===== src/rtl/cordic_range_reducer_pkg.sv =====
// Shared constants and state encoding for the CORDIC angle range reducer.
// Latency: n/a (types and constants only).
// Backpressure: n/a.
package cordic_rr_pkg;

  // Input angle width (signed Q4.28) and accumulator width (one guard bit).
  localparam int ANGLE_W = 32;
  localparam int ACC_W   = 33;

  // pi/2 in Q4.28. Two pi is defined as exactly four quadrants, so that
  // quadrant stepping from [0, TWO_PI) never counts past 3.
  localparam logic signed [ACC_W-1:0] PIO2   = 33'sd421657428;
  localparam logic signed [ACC_W-1:0] TWO_PI = 33'sd1686629712;

  typedef enum logic [1:0] {
    ST_IDLE = 2'd0,
    ST_WRAP = 2'd1,
    ST_QUAD = 2'd2,
    ST_DONE = 2'd3
  } rr_state_t;

  // Sign-extend a Q4.28 angle into the accumulator width.
  function automatic logic signed [ACC_W-1:0] sext_angle(input logic [ANGLE_W-1:0] a);
    return $signed({a[ANGLE_W-1], a});
  endfunction

endpackage


===== src/rtl/cordic_range_reducer_if.sv =====
// Request/result bundle between an angle producer and the range reducer.
// Latency: n/a (wires only).
// Backpressure: result is held until ack_reduce; beg_reduce only seen when idle.
interface cordic_range_reducer_if;
  import cordic_rr_pkg::*;

  logic                 beg_reduce;
  logic                 ack_reduce;
  logic [ANGLE_W-1:0]   angle_in;
  logic                 op_in;
  logic [ANGLE_W-1:0]   angle_red;
  logic [1:0]           region;
  logic                 op_out;
  logic                 ready_reduce;
  logic                 busy;

  // Producer / consumer side: issues requests, takes results.
  modport master (
    output beg_reduce, ack_reduce, angle_in, op_in,
    input  angle_red, region, op_out, ready_reduce, busy
  );

  // Range reducer side.
  modport slave (
    input  beg_reduce, ack_reduce, angle_in, op_in,
    output angle_red, region, op_out, ready_reduce, busy
  );

endinterface


===== src/rtl/cordic_range_reducer.sv =====
// Reduces a Q4.28 angle into [0, pi/2) plus quadrant index for a CORDIC core.
// Latency: 3 + wrap_steps + quad_steps cycles (max 8); 1 cycle on the fast path.
// Backpressure: result held with ready_reduce until ack_reduce; beg ignored while busy.
// Optional feature: define CORDIC_RR_FASTPATH_EN to skip WRAP/QUAD for inputs already in [0, pi/2).
module cordic_range_reducer
  import cordic_rr_pkg::*;
(
  input  logic                   clk,
  input  logic                   reset,
  cordic_range_reducer_if.slave  rr
);

  rr_state_t                 state;
  logic signed [ACC_W-1:0]   acc;
  logic [1:0]                q;

  logic [ANGLE_W-1:0]        angle_red_r;
  logic [1:0]                region_r;
  logic                      op_out_r;
  logic                      ready_r;
  logic                      busy_r;

  logic signed [ACC_W-1:0]   angle_ext;
  logic signed [ACC_W-1:0]   addend;
  logic signed [ACC_W-1:0]   sum;
  logic                      acc_neg;
  logic                      acc_ge_2pi;
  logic                      acc_ge_pio2;

  assign angle_ext   = sext_angle(rr.angle_in);
  assign acc_neg     = acc[ACC_W-1];
  assign acc_ge_2pi  = (acc >= TWO_PI);
  assign acc_ge_pio2 = (acc >= PIO2);

`ifdef CORDIC_RR_FASTPATH_EN
  // Input already inside the first quadrant needs no reduction at all.
  logic fast_hit;
  assign fast_hit = !rr.angle_in[ANGLE_W-1] && (angle_ext < PIO2);
`endif

  // Single shared adder: operand chosen by state and accumulator sign.
  always_comb begin
    addend = '0;
    case (state)
      ST_WRAP: addend = acc_neg ? TWO_PI : -TWO_PI;
      ST_QUAD: addend = -PIO2;
      default: addend = '0;
    endcase
    sum = acc + addend;
  end

  // Control FSM with registered result outputs; reset wins over beg/ack.
  always_ff @(posedge clk) begin
    if (reset) begin
      state       <= ST_IDLE;
      acc         <= '0;
      q           <= '0;
      angle_red_r <= '0;
      region_r    <= '0;
      op_out_r    <= 1'b0;
      ready_r     <= 1'b0;
      busy_r      <= 1'b0;
    end else begin
      case (state)
        ST_IDLE: begin
          if (rr.beg_reduce) begin
            acc      <= angle_ext;
            q        <= '0;
            op_out_r <= rr.op_in;
            busy_r   <= 1'b1;
`ifdef CORDIC_RR_FASTPATH_EN
            if (fast_hit) begin
              state       <= ST_DONE;
              angle_red_r <= rr.angle_in;
              region_r    <= '0;
              ready_r     <= 1'b1;
            end else begin
              state <= ST_WRAP;
            end
`else
            state <= ST_WRAP;
`endif
          end
        end

        // Fold into [0, TWO_PI) one full turn per cycle (at most two turns).
        ST_WRAP: begin
          if (acc_neg || acc_ge_2pi) begin
            acc <= sum;
          end else begin
            state <= ST_QUAD;
          end
        end

        // Peel off quadrants; q counts how many were removed.
        ST_QUAD: begin
          if (acc_ge_pio2) begin
            acc <= sum;
            q   <= q + 2'd1;
          end else begin
            state       <= ST_DONE;
            angle_red_r <= acc[ANGLE_W-1:0];
            region_r    <= q;
            ready_r     <= 1'b1;
          end
        end

        // Hold the result until the consumer acknowledges; beg is ignored here.
        ST_DONE: begin
          if (rr.ack_reduce) begin
            state   <= ST_IDLE;
            ready_r <= 1'b0;
            busy_r  <= 1'b0;
          end
        end

        default: begin
          state   <= ST_IDLE;
          ready_r <= 1'b0;
          busy_r  <= 1'b0;
        end
      endcase
    end
  end

  assign rr.angle_red    = angle_red_r;
  assign rr.region       = region_r;
  assign rr.op_out       = op_out_r;
  assign rr.ready_reduce = ready_r;
  assign rr.busy         = busy_r;

endmodule


===== src/flat_wrapper.sv =====
// flat-port wrapper written by rule: the top's interface ports become plain ports
module cordic_range_reducer_flat import cordic_rr_pkg::*;
  (clk, reset, rr_beg_reduce, rr_ack_reduce, rr_angle_in, rr_op_in, rr_angle_red, rr_region, rr_op_out, rr_ready_reduce, rr_busy);
  cordic_range_reducer_if rr_i ();
  input  logic clk;
  input  logic reset;
  input wire logic [$bits(rr_i.beg_reduce)-1:0] rr_beg_reduce;
  input wire logic [$bits(rr_i.ack_reduce)-1:0] rr_ack_reduce;
  input wire logic [$bits(rr_i.angle_in)-1:0] rr_angle_in;
  input wire logic [$bits(rr_i.op_in)-1:0] rr_op_in;
  output wire logic [$bits(rr_i.angle_red)-1:0] rr_angle_red;
  output wire logic [$bits(rr_i.region)-1:0] rr_region;
  output wire logic [$bits(rr_i.op_out)-1:0] rr_op_out;
  output wire logic [$bits(rr_i.ready_reduce)-1:0] rr_ready_reduce;
  output wire logic [$bits(rr_i.busy)-1:0] rr_busy;
  assign rr_i.beg_reduce = rr_beg_reduce;
  assign rr_i.ack_reduce = rr_ack_reduce;
  assign rr_i.angle_in = rr_angle_in;
  assign rr_i.op_in = rr_op_in;
  assign rr_angle_red = rr_i.angle_red;
  assign rr_region = rr_i.region;
  assign rr_op_out = rr_i.op_out;
  assign rr_ready_reduce = rr_i.ready_reduce;
  assign rr_busy = rr_i.busy;
  cordic_range_reducer u_core (.clk(clk), .reset(reset), .rr(rr_i));
endmodule

===== config.mk =====
export PLATFORM = sky130hd
export DESIGN_NAME = cordic_range_reducer_flat
export DESIGN_NICKNAME = d
export VERILOG_FILES = /design/src/rtl/cordic_range_reducer_pkg.sv /design/src/rtl/cordic_range_reducer_if.sv /design/src/rtl/cordic_range_reducer.sv /design/src/flat_wrapper.sv
export SDC_FILE = /design/constraint.sdc
export NUM_CORES = 1
export LEC_CHECK = 0
export ABC_AREA = 1
export BUFFER_PORTS_ARGS = -buffer_cell sky130_fd_sc_hd__buf_2
export CORE_UTILIZATION = 35
export CTS_BUF_LIST = sky130_fd_sc_hd__clkbuf_4
export DETAILED_ROUTE_END_ITERATION = 6
export GPL_ROUTABILITY_DRIVEN = 0
export RECOVER_POWER = 100
export SYNTH_ARGS = -nofsm -noshare
export SYNTH_HDL_FRONTEND = slang
export SYNTH_SLANG_ARGS = --single-unit

===== constraint.sdc =====
create_clock -name clk -period 3.06 [get_ports clk]
set_input_delay 0.612 -clock clk [delete_from_list [all_inputs] [get_ports clk]]
set_output_delay 0.612 -clock clk [all_outputs]
set_load 0.02 [all_outputs]

# --- After elaboration in Yosys (flattened, before gate mapping) ---
# Cells that the tools add are included.
op_classes:
  muxes: 19
  eq_ne: 9
  add_sub_neg: 2
  div_mod_pow: 0
  bitwise: 1
  n_reduce_logical: 13
  n_mul: 0
  shifts: 0
  order_cmp: 2
op_table:
  columns: ["cell", "n"]
  rows:
  - ["$mux 33", 4]
  - ["$pmux 33 s3", 1]
  - ["$pmux 33 s2", 1]
  - ["$add 33x33->33", 1]
  - ["$ge 33x30->1 const B", 1]
  - ["$ge 33x32->1 const B", 1]
  - ["$mux 2", 6]
  - ["$reduce_and 3->1", 3]
  - ["$ne 2x2->1 const B", 4]
  - ["$pmux 2 s4", 1]
  - ["$reduce_and 4->1", 2]
  - ["$reduce_bool 2->1", 3]
  - ["$eq 2x2->1 const B", 2]
  - ["$ne 2x1->1 const B", 2]
  - ["$pmux 1 s2", 2]
  - ["$pmux 2 s2", 1]
  - ["$reduce_and 2->1", 2]
  - ["$mux 1", 3]
  - ["$reduce_bool 3->1", 1]
  - ["$add 2x1->2 const B", 1]
  - ["$eq 2x1->1 const B", 1]
  - ["$logic_not 2->1", 1]
  - ["$logic_or 1x1->1", 1]
  - ["$not 1->1", 1]
totals:
  mem_bits_ro: 0
  in_bits: 37
  wordCells: 54
  mem_count: 0
  ramBits: 0
  latchBits: 0
  regBits: 74

# --- Depth between registers and ports, before layout ---
depth:
  depth_word: 5
  ltp_mapped: 20
  ltp_nobuf: 19

# --- Worst setup path after synthesis ---
# No wires, ideal clock.
synth_timing:
  path_type: "register to register"
  from: "reg u_core.state[0]"
  to: "reg u_core.acc[18]"
  arrival_time_ns: 2.714
  required_ns: 2.951
  setup_time_ns: 0.109
  stages_incl_launch_ff: 21
  period_less_slack_ns: 2.823
  path_buffers: 2
  setup_slack_ns: 0.237
  cell_sequence: "dfxtp_1 inv_1 ha_1 buf_4 buf_4 nand2_1 nand2_1 ha_1 a21oi_1 nand2_1 nand3_1 nand2_2 nand2_1 nand2_2 nand2_1 nand2_1 xor2_1 nand2_1 nand3_1 nand2_1 inv_1"
synth_via:
  elab_chain_cells: 5
  word_cells_on_any_way: 13
synth_lines:
  columns: ["element", "line_no", "text"]
  rows:
  - ["start: declaration", "cordic_range_reducer.sv:13", "rr_state_t state;"]
  - ["start signal: assignment", "cordic_range_reducer.sv:55", "state <= ST_IDLE;"]
  - ["start signal: assignment", "cordic_range_reducer.sv:81", "state <= ST_WRAP;"]
  - ["start signal: assignment", "cordic_range_reducer.sv:91", "state <= ST_QUAD;"]
  - ["$eq 2x2->1 / $eq 2x1->1 (equally long branches)", "cordic_range_reducer.sv:44, cordic_range_reducer.sv:64", null]
  - ["$pmux 33 s2", "cordic_range_reducer.sv:44", "case (state)"]
  - ["$add 33x33->33", "cordic_range_reducer.sv:49", "sum = acc + addend;"]
  - ["$mux 33, on equally long branches", "cordic_range_reducer.sv:97, cordic_range_reducer.sv:88", null]
  - ["$pmux 33 s3", "cordic_range_reducer.sv:64", "case (state)"]
  - ["end signal: assignment", "cordic_range_reducer.sv:67", "acc <= angle_ext;"]
  - ["end signal: assignment", "cordic_range_reducer.sv:89", "acc <= sum;"]
  - ["end signal: assignment", "cordic_range_reducer.sv:98", "acc <= sum;"]
  - ["end: declaration", "cordic_range_reducer.sv:14", "logic signed [ACC_W-1:0] acc;"]
# Parallel ways exist; a longest one is shown, timed or not. The select of a mux whose other input is x is not followed.
# A chain may end at the register's enable or synchronous reset.

# --- Worst setup path after layout ---
layout_timing:
  from: "reg u_core.state[0]"
  to: "reg u_core.acc[22]"
# Same word-level chain as after synthesis.

==> out/summary.md <==
Clock tree
* 74 — number of sinks driven by the clock tree
* 3 — maximum level of the CTS H-tree
* clkbuf_4 — root buffer cell
* 0 — CTS Hold Bufs
* 0.45 ns — worst-skew pair later-pin latency
* 0.14 ns — clock transition at the register clock pins on the worst setup and hold paths after CTS
* yes — TritonCTS clock tree
* 0 — Post-CTS Setup Bufs
* 2 — maximum clock path buffer count
* 9 — number of buffers added by the clock tree synthesis step

Run status
* finished with violations — outcome
* design-rule violations — violations in the final reports

Detailed routing
* 0 — residual antenna-violating net count after detailed routing
* met4 — top metal layer carrying routed signals
* 5.02 — vias per inst
* 1 — Post-route DRC
* 19600 µm — Total Wirelength
* 6406 — total number of vias
* 9050 µm — Detail Route met2 WL
* 15.4 µm — Avg WL per Cell
* 7 — iteration count of the initial detailed-routing pass
* 9180 µm — M1 WL
* 1100 µm — met3 wire length
* 473 — number of DRC violations after detailed-routing iteration 0

Placement
* 0.00651 mm² — total placed instance area
* 15400 µm — half-perimeter wire length after detailed placement
* 73 — port buffer count

Floorplanning
* 131 µm — Die Width
* 46 — Core Rows
* 0.0161 mm² — area of the core
* 74 — num ports
* 0.0172 mm² — area of the die
* 36.3% — starting density of the core
* 131 µm — Die Ht

STA
* 0 ns — final sum of negative setup slack
* 93.4% — final worst-path cycle share
* 350 MHz — highest attainable clock frequency
* 0 — Final Max Tran Viols
* 0 — final count of negative-setup-slack endpoints
* 0.0161 ns — Layout Skew
* 0.641 ns — Slew @ Worst Pin
* true — setup repair after global routing missed its margin
* 57.2% — max-slew headroom at the worst pin
* 0 — final count of hold timing violations
* 0.413 ns — Hold Worst Slack
* 2.86 ns — minimum clock period

Critical path
* 3.40 ns — critical path required time
* flip-flop — element type at the critical path start
* 6 — largest fanout on the critical path
* 0.20 ns — register-to-register setup slack
* reg2reg — critical path start-end classification
* 3.20 ns — data arrival time of the critical path
* flip-flop — kind of end point of the critical path

Yosys
* 5.98 µm² — mean cell area of the mapped netlist
* 0 — Warnings, synthesis
* 1035 — Syn Nets
* 74 — count of state elements after synthesis
* 973 — Gate Count Post-Synth
* 45 — Distinct cells, synth
* 0.00582 mm² — total standard cell area after synthesis
* 25.4% — proportion of synthesized chip area in sequential cells

Power and ir drop
* 0.395 mV — largest vdd supply drop
* 1020 mW/mm² — Power Density
* 3.27 nW — cell leakage power
* 6.75 mW — power after layout

Job
* 0 — max capacitance violation total

Min path
* in2reg — hold crit path type

Cells and area
* 0 — Antenna Diode Count
* nand2_1 — most common cell after layout, fill and taps aside
* 13.5% — area grow syn2layout
* 1814 — fill cell instance count of the final layout
* 283 x nand2_1, 115 x inv_1, 95 x nor2_1, 90 x a21oi_1, 78 x nand3_1 — commonest non-fill, non-tap cells in the layout
* 0.00661 mm² — Finished Cell Area
* 1117 — count of nets after finishing
* 41.2% — final core utilization
* 12.9% — fraction of layout instances using a drive strength above 1

Global routing
* 0 — total overflow reported by the global router
* 23.4% — Total GRT Usage
* 5725 — number of global-route vias before repair
* 0 — initial antenna violation count
* 30400 µm — first-pass GRT wire length
* 45 — largest net degree at the start of global routing

==> critical path, stage by stage (launching register included) <==
cell and delay, ns:
dfxtp_1 0.35, inv_1 0.05, buf_4 0.14, ha_1 0.23, nand2_1 0.11, nand2_1 0.14, buf_4 0.20, ha_1 0.29
buf_4 0.13, nand2_1 0.10, inv_1 0.09, nand3_1 0.13, nor2_4 0.17, nand3_1 0.16, nand4_1 0.13, nand3_1 0.13
nand2_1 0.13, a21oi_1 0.06
==> registers in the layout (all words and copies together), names as in the netlist <==
register	cells
u_core.q	2
u_core.rr.ready_reduce	1
u_core.rr.angle_red	32
u_core.state	2
u_core.rr.region	2
u_core.acc	33
u_core.rr.busy	1
u_core.rr.op_out	1
==> cell type report <==
type,count,area [µm²],share of cell area [%]
clock buffers,9,67.6,1.02
clock inverters,7,76.3,1.15
multi-input cells,746,3730,56.4
flip-flops and latches,74,1480,22.4
repair buffers,103,531,8.03
well taps,216,270,4.09
inverters,121,455,6.89
==> timing repair <==
item | 4_1_cts | 5_1_grt
setup endpoints to repair | 0 | 12
resized for setup | 0 | 7
endpoints found under the hold margin | 0 | 0
==> synthesized netlist by cell type, drive strengths merged <==
cell	number	area [µm²]
a211oi	1	7.51
a21boi	2	15.0
a21o	1	7.51
a21oi	93	473
a31oi	1	6.26
a41oi	1	8.76
and2	3	18.8
buf	21	136
clkbuf	11	41.3
clkinv	1	3.75
dfxtp	74	1480
fa	1	20.0
ha	24	300
inv	120	453
nand2	303	1210
nand3	86	490
nand4	20	125
nor2	110	477
nor3	8	40.0
nor4	1	6.26
o211ai	1	7.51
o21a	1	7.51
o21ai	73	365
o21bai	6	45.0
o31ai	1	7.51
or2	5	33.8
xor2	4	35.0
==> cells by family after synthesis <==
logic type / share of synthesized area, %
flip-flops: 25.4
XOR/XNOR: 0.602
buffers and inverters: 10.9
AND/OR/NAND/NOR: 41.2
AO/OA/AOI/OAI: 16.3
adder cells (fa/ha/maj): 5.50
==> worst paths after layout <==
check | cells past startpoint | from | end
min | 3 | rr_op_in | u_core.rr.op_out$_SDFFE_PP0P_
min reg2reg | 2 | u_core.q[0]$_SDFFE_PP0P_ | u_core.q[0]$_SDFFE_PP0P_
max | 17 | u_core.state[0]$_SDFFE_PP0P_ | u_core.acc[22]$_SDFFE_PP0P_
max reg2reg | 17 | u_core.state[0]$_SDFFE_PP0P_ | u_core.acc[22]$_SDFFE_PP0P_
==> power breakdown <==
| part | leakage, nW | switching [mW] | internal, mW |
|---|---|---|---|
| clock | 0.0729 | 0.411 | 0.254 |
| combinational | 2.59 | 3.02 | 1.41 |
| sequential | 0.608 | 0.343 | 1.31 |
==> layer usage <==
layer | vias up | GRT usage [%]
li1 | 3315 | -
met1 | 2872 | 31.8
met5 | - | 0
met4 | 0 | 5.54
met3 | 27 | 3.95
met2 | 192 | 38.3
==> through the flow <==
step	worst slack [ns]	instances
2_1_floorplan	0.237	973
3_3_place_gp	0.234	1260
3_5_place_dp	0.169	1260
4_1_cts	0.134	1276
5_1_grt	-0.00860	1276
6_report	0.203	1276
(Power assumes the default switching activity.)
